`config.mk`:
```
export PLATFORM = sky130hd
export DESIGN_NAME = muldiv_ctrl_flat
export DESIGN_NICKNAME = d
export VERILOG_FILES = /design/src/rtl/muldiv_ctrl_if.sv /design/src/rtl/muldiv_ctrl.sv /design/src/flat_wrapper.sv
export SDC_FILE = /design/constraint.sdc
export NUM_CORES = 2
export LEC_CHECK = 0
export ABC_AREA = 0
export BUFFER_PORTS_ARGS = -buffer_cell sky130_fd_sc_hd__clkbuf_2
export CAP_MARGIN = 0
export CORE_MARGIN = 2
export CORE_UTILIZATION = 28
export CTS_BUF_LIST = sky130_fd_sc_hd__clkbuf_4
export DETAILED_ROUTE_END_ITERATION = 16
export HOLD_SLACK_MARGIN = 0.05
export PLACE_DENSITY = 0.45
export SLEW_MARGIN = 10
export SYNTH_ARGS = -nofsm -noshare
export SYNTH_HDL_FRONTEND = slang
export SYNTH_SLANG_ARGS = --single-unit
```
`constraint.sdc`:
```
create_clock -name clk -period 4.3 [get_ports clk]
set_input_delay 0.43 -clock clk [delete_from_list [all_inputs] [get_ports clk]]
set_output_delay 0.43 -clock clk [all_outputs]
set_load 0.01 [all_outputs]
```
`src/rtl/muldiv_ctrl_if.sv`:
```
// Handshake/bus bundle for the EXE-stage multiply/divide controller.
// Carries the ES request, the HI/LO write port and the AXI-stream links to
// the signed and unsigned divider IPs.
//   slave  : controller view (muldiv_ctrl)
//   master : environment view (pipeline stage + divider IPs)
interface muldiv_ctrl_if;
  // ES request side
  logic        req_valid;
  logic [3:0]  req_op;
  logic [31:0] req_src1;
  logic [31:0] req_src2;
  logic        es_leave;
  logic        cancel;
  logic        stall;
  logic        busy;
  // HI/LO write port
  logic [1:0]  hl_we;
  logic [31:0] h_wdata;
  logic [31:0] l_wdata;
  // divider operand channels
  logic        div_tvalid;
  logic        div_tready;
  logic        divu_tvalid;
  logic        divu_tready;
  logic [31:0] div_src1;
  logic [31:0] div_src2;
  // divider result channels
  logic        div_dout_tvalid;
  logic [63:0] div_dout;
  logic        divu_dout_tvalid;
  logic [63:0] divu_dout;

  modport slave (
    input  req_valid, req_op, req_src1, req_src2, es_leave, cancel,
    input  div_tready, divu_tready,
    input  div_dout_tvalid, div_dout, divu_dout_tvalid, divu_dout,
    output stall, busy, hl_we, h_wdata, l_wdata,
    output div_tvalid, divu_tvalid, div_src1, div_src2
  );

  modport master (
    output req_valid, req_op, req_src1, req_src2, es_leave, cancel,
    output div_tready, divu_tready,
    output div_dout_tvalid, div_dout, divu_dout_tvalid, divu_dout,
    input  stall, busy, hl_we, h_wdata, l_wdata,
    input  div_tvalid, divu_tvalid, div_src1, div_src2
  );
endinterface

```
`src/rtl/muldiv_ctrl.sv`:
```
// EXE-stage multiply/divide sequencer.
// Accepts one MULT/MULTU/DIV/DIVU at a time, runs multiplies through a
// MUL_LAT-cycle pipeline and divides through the external signed/unsigned
// divider IPs, stalls ES until the result is ready and writes HI/LO exactly
// once per instruction. Cancellation drains a divide already handed to an IP.
// Ports:
//   clk    - clock
//   reset  - asynchronous active-low reset
//   bus    - muldiv_ctrl_if.slave (ES request, HI/LO write, divider streams)
module muldiv_ctrl #(
  parameter int unsigned MUL_LAT = 2
) (
  input  logic          clk,
  input  logic          reset,
  muldiv_ctrl_if.slave  bus
);

  typedef enum logic [2:0] {
    S_IDLE, S_MUL, S_ISSUE, S_WAIT, S_DRAIN, S_WB, S_HOLD
  } state_t;

  // last counter value spent in S_MUL (accepting cycle is cycle 1)
  localparam logic [3:0] CNT_LAST = (MUL_LAT >= 2) ? 4'(MUL_LAT - 2) : '0;

  state_t      r_state;
  state_t      w_next;
  logic [31:0] r_src1;
  logic [31:0] r_src2;
  logic [31:0] r_hi;
  logic [31:0] r_lo;
  logic        r_is_divu;
  logic [3:0]  r_cnt;

  logic        w_accept;
  logic        w_mul_op;
  logic        w_tready;
  logic        w_dout_v;
  logic [63:0] w_dout;
  logic signed [63:0] w_a;
  logic signed [63:0] w_b;
  logic signed [63:0] w_prod;

  assign w_accept = bus.req_valid & (|bus.req_op) & ~bus.cancel;
  assign w_mul_op = bus.req_op[0] | bus.req_op[1];

  // 33x33 signed product of {sign-or-zero, src}; only mult sign-extends.
  // Operands are widened to 64 bits so the low 64 product bits are exact.
  assign w_a    = {{32{bus.req_op[0] & bus.req_src1[31]}}, bus.req_src1};
  assign w_b    = {{32{bus.req_op[0] & bus.req_src2[31]}}, bus.req_src2};
  assign w_prod = w_a * w_b;

  // only the divider selected by the captured op is ever observed
  assign w_tready = r_is_divu ? bus.divu_tready      : bus.div_tready;
  assign w_dout_v = r_is_divu ? bus.divu_dout_tvalid : bus.div_dout_tvalid;
  assign w_dout   = r_is_divu ? bus.divu_dout        : bus.div_dout;

  // state register
  always_ff @(posedge clk or negedge reset) begin
    if (!reset) r_state <= S_IDLE;
    else        r_state <= w_next;
  end

  // next-state logic
  always_comb begin
    w_next = r_state;
    unique case (r_state)
      S_IDLE: begin
        if (w_accept) begin
          if (w_mul_op) w_next = (MUL_LAT == 1) ? S_WB : S_MUL;
          else          w_next = S_ISSUE;
        end
      end
      S_MUL: begin
        if (bus.cancel)            w_next = S_IDLE;
        else if (r_cnt == CNT_LAST) w_next = S_WB;
      end
      S_ISSUE: begin
        // an operand already taken by the IP cannot be aborted
        if (bus.cancel)    w_next = w_tready ? S_DRAIN : S_IDLE;
        else if (w_tready) w_next = S_WAIT;
      end
      S_WAIT: begin
        if (bus.cancel)    w_next = w_dout_v ? S_IDLE : S_DRAIN;
        else if (w_dout_v) w_next = S_WB;
      end
      S_DRAIN: begin
        if (w_dout_v) w_next = S_IDLE;
      end
      S_WB: begin
        w_next = (bus.es_leave | bus.cancel) ? S_IDLE : S_HOLD;
      end
      S_HOLD: begin
        if (bus.es_leave | bus.cancel) w_next = S_IDLE;
      end
      default: w_next = S_IDLE;
    endcase
  end

  // operand, op and result registers
  always_ff @(posedge clk or negedge reset) begin
    if (!reset) begin
      r_src1    <= '0;
      r_src2    <= '0;
      r_hi      <= '0;
      r_lo      <= '0;
      r_is_divu <= 1'b0;
      r_cnt     <= '0;
    end else begin
      if (r_state == S_IDLE && w_accept) begin
        r_src1    <= bus.req_src1;
        r_src2    <= bus.req_src2;
        r_is_divu <= ~(|bus.req_op[2:0]);
        r_cnt     <= '0;
        // product enters the pipeline on the accepting cycle
        if (w_mul_op) begin
          r_hi <= w_prod[63:32];
          r_lo <= w_prod[31:0];
        end
      end
      if (r_state == S_MUL) r_cnt <= r_cnt + 4'd1;
      if (r_state == S_WAIT && w_dout_v && !bus.cancel) begin
        r_hi <= w_dout[31:0];   // remainder
        r_lo <= w_dout[63:32];  // quotient
      end
    end
  end

  // outputs
  always_comb begin
    bus.stall       = 1'b0;
    bus.busy        = (r_state != S_IDLE);
    bus.hl_we       = 2'b00;
    bus.div_tvalid  = 1'b0;
    bus.divu_tvalid = 1'b0;
    unique case (r_state)
      S_IDLE:        bus.stall = bus.req_valid & (|bus.req_op);
      S_WB: begin
        bus.hl_we = {2{~bus.cancel}};
      end
      S_HOLD:        bus.stall = 1'b0;
      S_ISSUE: begin
        bus.stall       = bus.req_valid;
        bus.div_tvalid  = ~r_is_divu;
        bus.divu_tvalid = r_is_divu;
      end
      default:       bus.stall = bus.req_valid;
    endcase
    // stall is combinational from req_valid, so hold it low during reset
    bus.stall = bus.stall & reset;
  end

  assign bus.h_wdata  = r_hi;
  assign bus.l_wdata  = r_lo;
  assign bus.div_src1 = r_src1;
  assign bus.div_src2 = r_src2;

endmodule

```
`src/flat_wrapper.sv`:
```
// flat-port wrapper written by rule: the top's interface ports become plain ports
module muldiv_ctrl_flat 
#(
  parameter int unsigned MUL_LAT = 2
)
  (clk, reset, bus_req_valid, bus_req_op, bus_req_src1, bus_req_src2, bus_es_leave, bus_cancel, bus_div_tready, bus_divu_tready, bus_div_dout_tvalid, bus_div_dout, bus_divu_dout_tvalid, bus_divu_dout, bus_stall, bus_busy, bus_hl_we, bus_h_wdata, bus_l_wdata, bus_div_tvalid, bus_divu_tvalid, bus_div_src1, bus_div_src2);
  muldiv_ctrl_if bus_i ();
  input  logic clk;
  input  logic reset;
  input wire logic [$bits(bus_i.req_valid)-1:0] bus_req_valid;
  input wire logic [$bits(bus_i.req_op)-1:0] bus_req_op;
  input wire logic [$bits(bus_i.req_src1)-1:0] bus_req_src1;
  input wire logic [$bits(bus_i.req_src2)-1:0] bus_req_src2;
  input wire logic [$bits(bus_i.es_leave)-1:0] bus_es_leave;
  input wire logic [$bits(bus_i.cancel)-1:0] bus_cancel;
  input wire logic [$bits(bus_i.div_tready)-1:0] bus_div_tready;
  input wire logic [$bits(bus_i.divu_tready)-1:0] bus_divu_tready;
  input wire logic [$bits(bus_i.div_dout_tvalid)-1:0] bus_div_dout_tvalid;
  input wire logic [$bits(bus_i.div_dout)-1:0] bus_div_dout;
  input wire logic [$bits(bus_i.divu_dout_tvalid)-1:0] bus_divu_dout_tvalid;
  input wire logic [$bits(bus_i.divu_dout)-1:0] bus_divu_dout;
  output wire logic [$bits(bus_i.stall)-1:0] bus_stall;
  output wire logic [$bits(bus_i.busy)-1:0] bus_busy;
  output wire logic [$bits(bus_i.hl_we)-1:0] bus_hl_we;
  output wire logic [$bits(bus_i.h_wdata)-1:0] bus_h_wdata;
  output wire logic [$bits(bus_i.l_wdata)-1:0] bus_l_wdata;
  output wire logic [$bits(bus_i.div_tvalid)-1:0] bus_div_tvalid;
  output wire logic [$bits(bus_i.divu_tvalid)-1:0] bus_divu_tvalid;
  output wire logic [$bits(bus_i.div_src1)-1:0] bus_div_src1;
  output wire logic [$bits(bus_i.div_src2)-1:0] bus_div_src2;
  assign bus_i.req_valid = bus_req_valid;
  assign bus_i.req_op = bus_req_op;
  assign bus_i.req_src1 = bus_req_src1;
  assign bus_i.req_src2 = bus_req_src2;
  assign bus_i.es_leave = bus_es_leave;
  assign bus_i.cancel = bus_cancel;
  assign bus_i.div_tready = bus_div_tready;
  assign bus_i.divu_tready = bus_divu_tready;
  assign bus_i.div_dout_tvalid = bus_div_dout_tvalid;
  assign bus_i.div_dout = bus_div_dout;
  assign bus_i.divu_dout_tvalid = bus_divu_dout_tvalid;
  assign bus_i.divu_dout = bus_divu_dout;
  assign bus_stall = bus_i.stall;
  assign bus_busy = bus_i.busy;
  assign bus_hl_we = bus_i.hl_we;
  assign bus_h_wdata = bus_i.h_wdata;
  assign bus_l_wdata = bus_i.l_wdata;
  assign bus_div_tvalid = bus_i.div_tvalid;
  assign bus_divu_tvalid = bus_i.divu_tvalid;
  assign bus_div_src1 = bus_i.div_src1;
  assign bus_div_src2 = bus_i.div_src2;
  muldiv_ctrl #(.MUL_LAT(MUL_LAT)) u_core (.clk(clk), .reset(reset), .bus(bus_i));
endmodule
```
==> run_results.csv <==
group,metric,value,unit
status,status,"finished with violations",
status,violations,"negative setup slack",
grt,grt_max_degree,92,
run,drv_cap,0,
sta,rsz0062_at_grt,"true",
yosys,synth_edf_count,0,
detailed_routing,wirelength,151,mm
detailed_routing,first_iter_violations,1685,
worst_setup_path,cp_max_fo,7,
die,die_h,402,um
grt,grt_util_all_layers,19.2,%
placement,detailedPlace.worstSlack,-4.02,ns
die,row_count,145,
die,core,0.157,mm^2
yosys,syn_area_per_cell,9.33,um^2
final_layout,regArea,0.00341,mm^2
yosys,synthesis.nets,6291,
die,pin_count,339,
sta,drv_slew,0,
final_layout,num-fill-cells,15900,
sta,max_freq,141,MHz
worst_setup_path,worst-setup-path-type,"in -> reg",
yosys,yosysTopAreaCellShare,50.9,%
grt,antenna_found_initial,8,
grt,grt_pass1_wl,234,mm
detailed_routing,wl_per_cell,19.5,um
detailed_routing,dr.pass1.iters,5,
detailed_routing,vias,34900,
yosys,yosysTopAreaCell,"fa_1",
sta,holdWs,0.169,ns
worst_setup_path,crit_top_cell,"fa_1",
yosys,netlist_area,0.0443,mm^2
cts,insertion_delay,0.93,ns
yosys,synthMostInstantiatedCell,"fa_1",
cts,cts.path.max_buffers,2,
final_layout,multiInputGateArea,0.0380,mm^2
yosys,syn_inst,4747,
sta,finalHoldViolCount,0,
yosys,yosysSeqAreaShare,7.69,%
worst_setup_path,worst_path_max_delay_cell,"fa_1",
placement,place_inst,7441,
placement,place.gp.congestion,0.860,
worst_setup_path,r2r_cells,7,
sta,setup_slack,-2.77,ns
die,die_area,0.161,mm^2
die,die_w,402,um
final_layout,syn_to_final_growth,32.8,%
cts,cts_tree,"done",
yosys,ys_top_cells_by_count,"fa_1, inv_1, nand2_1",
detailed_routing,antenna_left,0,
grt,grt_pass1_vias,39200,
yosys,synth-seq-cells,136,
grt,grt.overflow.total,0,
cts,clkSinkCount,136,
yosys,synth_cell_types,70,
final_layout,drive_gt1_share,27.4,%
placement,dp_hpwl,127,mm
yosys,synth_ff_type,"dfrtp_1",
cts,ctsRootBufferMaster,"clkbuf_4",
cts,cts-buffers-inserted,17,
worst_setup_path,critical_path.endpoint_type,"flip-flop",
yosys,ys_warn_count,0,
sta,tightest_slew,0.974,ns
worst_setup_path,critPathMaxStageDelay,0.58,ns
cts,ctsHtreeMaxLevel,4,
final_layout,fin_cells,7753,
final_layout,nets,7220,
sta,fin_skew,0.0554,ns
min_path,hold_depth,3,
sta,finalCriticalPeriod,7.07,ns
sta,fin_crit_sh,164,%
worst_setup_path,rrSetupSlack,0.99,ns
cts,clkTransAtPathRegs,0.18,ns
min_path,min_path_type,"in -> reg",
sta,finalSetupViolCount,56,
yosys,yosys-top-cells-area,"fa_1, inv_1, dfrtp_1, nand2_1, ha_1",
worst_setup_path,start_kind,"primary input",
detailed_routing,vias_per_cell,4.50,
worst_setup_path,critPathArrivalTime,7.83,ns
worst_setup_path,cp.required,5.06,ns
sta,max_slew_margin,35.1,%
placement,io_buffers,338,
yosys,async_flop_share,100,%
detailed_routing,drcViolationCount,0,
die,initial_utilization,28.3,%
## sequential cells by signal (all words and copies together) (netlist names)
name / cells
u_core.bus.div_src1: 32
u_core.bus.div_src2: 32
u_core.bus.h_wdata: 32
u_core.bus.l_wdata: 32
u_core.r_cnt: 4
u_core.r_is_divu: 1
u_core.r_state: 3
## metrics by stage
stage	cell area [um^2]	TNS [ns]	utilization, %
6_report	58800	-117.17	37.6
5_1_grt	58800	-123.77	37.6
4_1_cts	57500	-107.71	36.7
3_5_place_dp	53400	-181.83	34.1
3_3_place_gp	53400	-181.54	34.1
2_1_floorplan	45500	-128.09	-
## worst paths after layout
check	to	startpoint
max in group asynchronous	u_core.bus.div_src1[5]$_DFFE_PN0P_	reset
setup / recovery	u_core.bus.h_wdata[24]$_DFFE_PN0P_	bus_req_src2[5]
min in group asynchronous	u_core.bus.l_wdata[24]$_DFFE_PN0P_	reset
hold / removal	u_core.bus.div_src2[4]$_DFFE_PN0P_	bus_req_src2[4]
hold reg to reg	u_core.bus.h_wdata[12]$_DFFE_PN0P_	u_core.bus.h_wdata[12]$_DFFE_PN0P_
setup reg to reg	u_core.bus.l_wdata[0]$_DFFE_PN0P_	u_core.r_state[0]$_DFFE_PN0P_
## routing by layer
metal / part of all wire, % / vias to the layer above / GRT usage, %
met5: 0.026 / - / 0
met3: 3.4 / 134 / 2.56
met1: 40 / 18500 / 22.8
li1: - / 15700 / -
met2: 54 / 561 / 36.2
met4: 2.6 / 6 / 4.90
## repair_timing
item | in CTS | in global routing
pin swaps | 138 | 163
cloned | 5 | 5
resized for setup | 309 | 254
setup endpoints to repair | 56 | 56
hold endpoints to repair | 248 | 0
buffers inserted | 42 | 54
hold buffers | 187 | 0
## critical path, delay by kind of cell
kind,cells,cell delay [ns]
AOI/OAI and AO/OA,7,1.62
xor gates and xnor gates,1,0.14
adders and majority gates,9,4.32
buffers and inverters,10,0.88
and+or+nand+nor,3,0.38
## placed cells by master, fill, tap and decap left out, types with 21 or more instances in the layout
master and n:
nand2_1 739, buf_4 488, xnor2_1 33, and2_4 28, ha_4 58, a21o_1 38
ha_1 154, clkbuf_4 28, mux2i_1 49, a21oi_1 74, a21oi_2 29, dfrtp_1 135
buf_12 70, a31oi_1 21, mux2_2 72, clkbuf_2 303, inv_1 1043, fa_1 1060
inv_2 59, buf_6 92, dlygate4sd3_1 187, nor2_1 69, and2_1 332, fa_2 65
## kinds of logic after synthesis
| logic type | synth area share [%] |
|---|---|
| buf+inv | 11.8 |
| simple gates | 14.1 |
| flops | 7.69 |
| compound gates | 5.10 |
| fa+ha+maj | 56.9 |
| mux | 2.96 |
| xor+xnor | 1.48 |
## area by class of cell
cell class	instances	share of cell area, %
multi-input cells	3223	64.6
repair buffers	1191	17.5
inverters	1107	7.09
flip-flops and latches	136	5.79
well taps	2058	4.38
clock inverters	15	0.340
clock buffers	17	0.217
diodes	6	0.0255
Power is not shown: default switching activity piles up to over one toggle a cycle in this logic, so the estimate is an artifact.
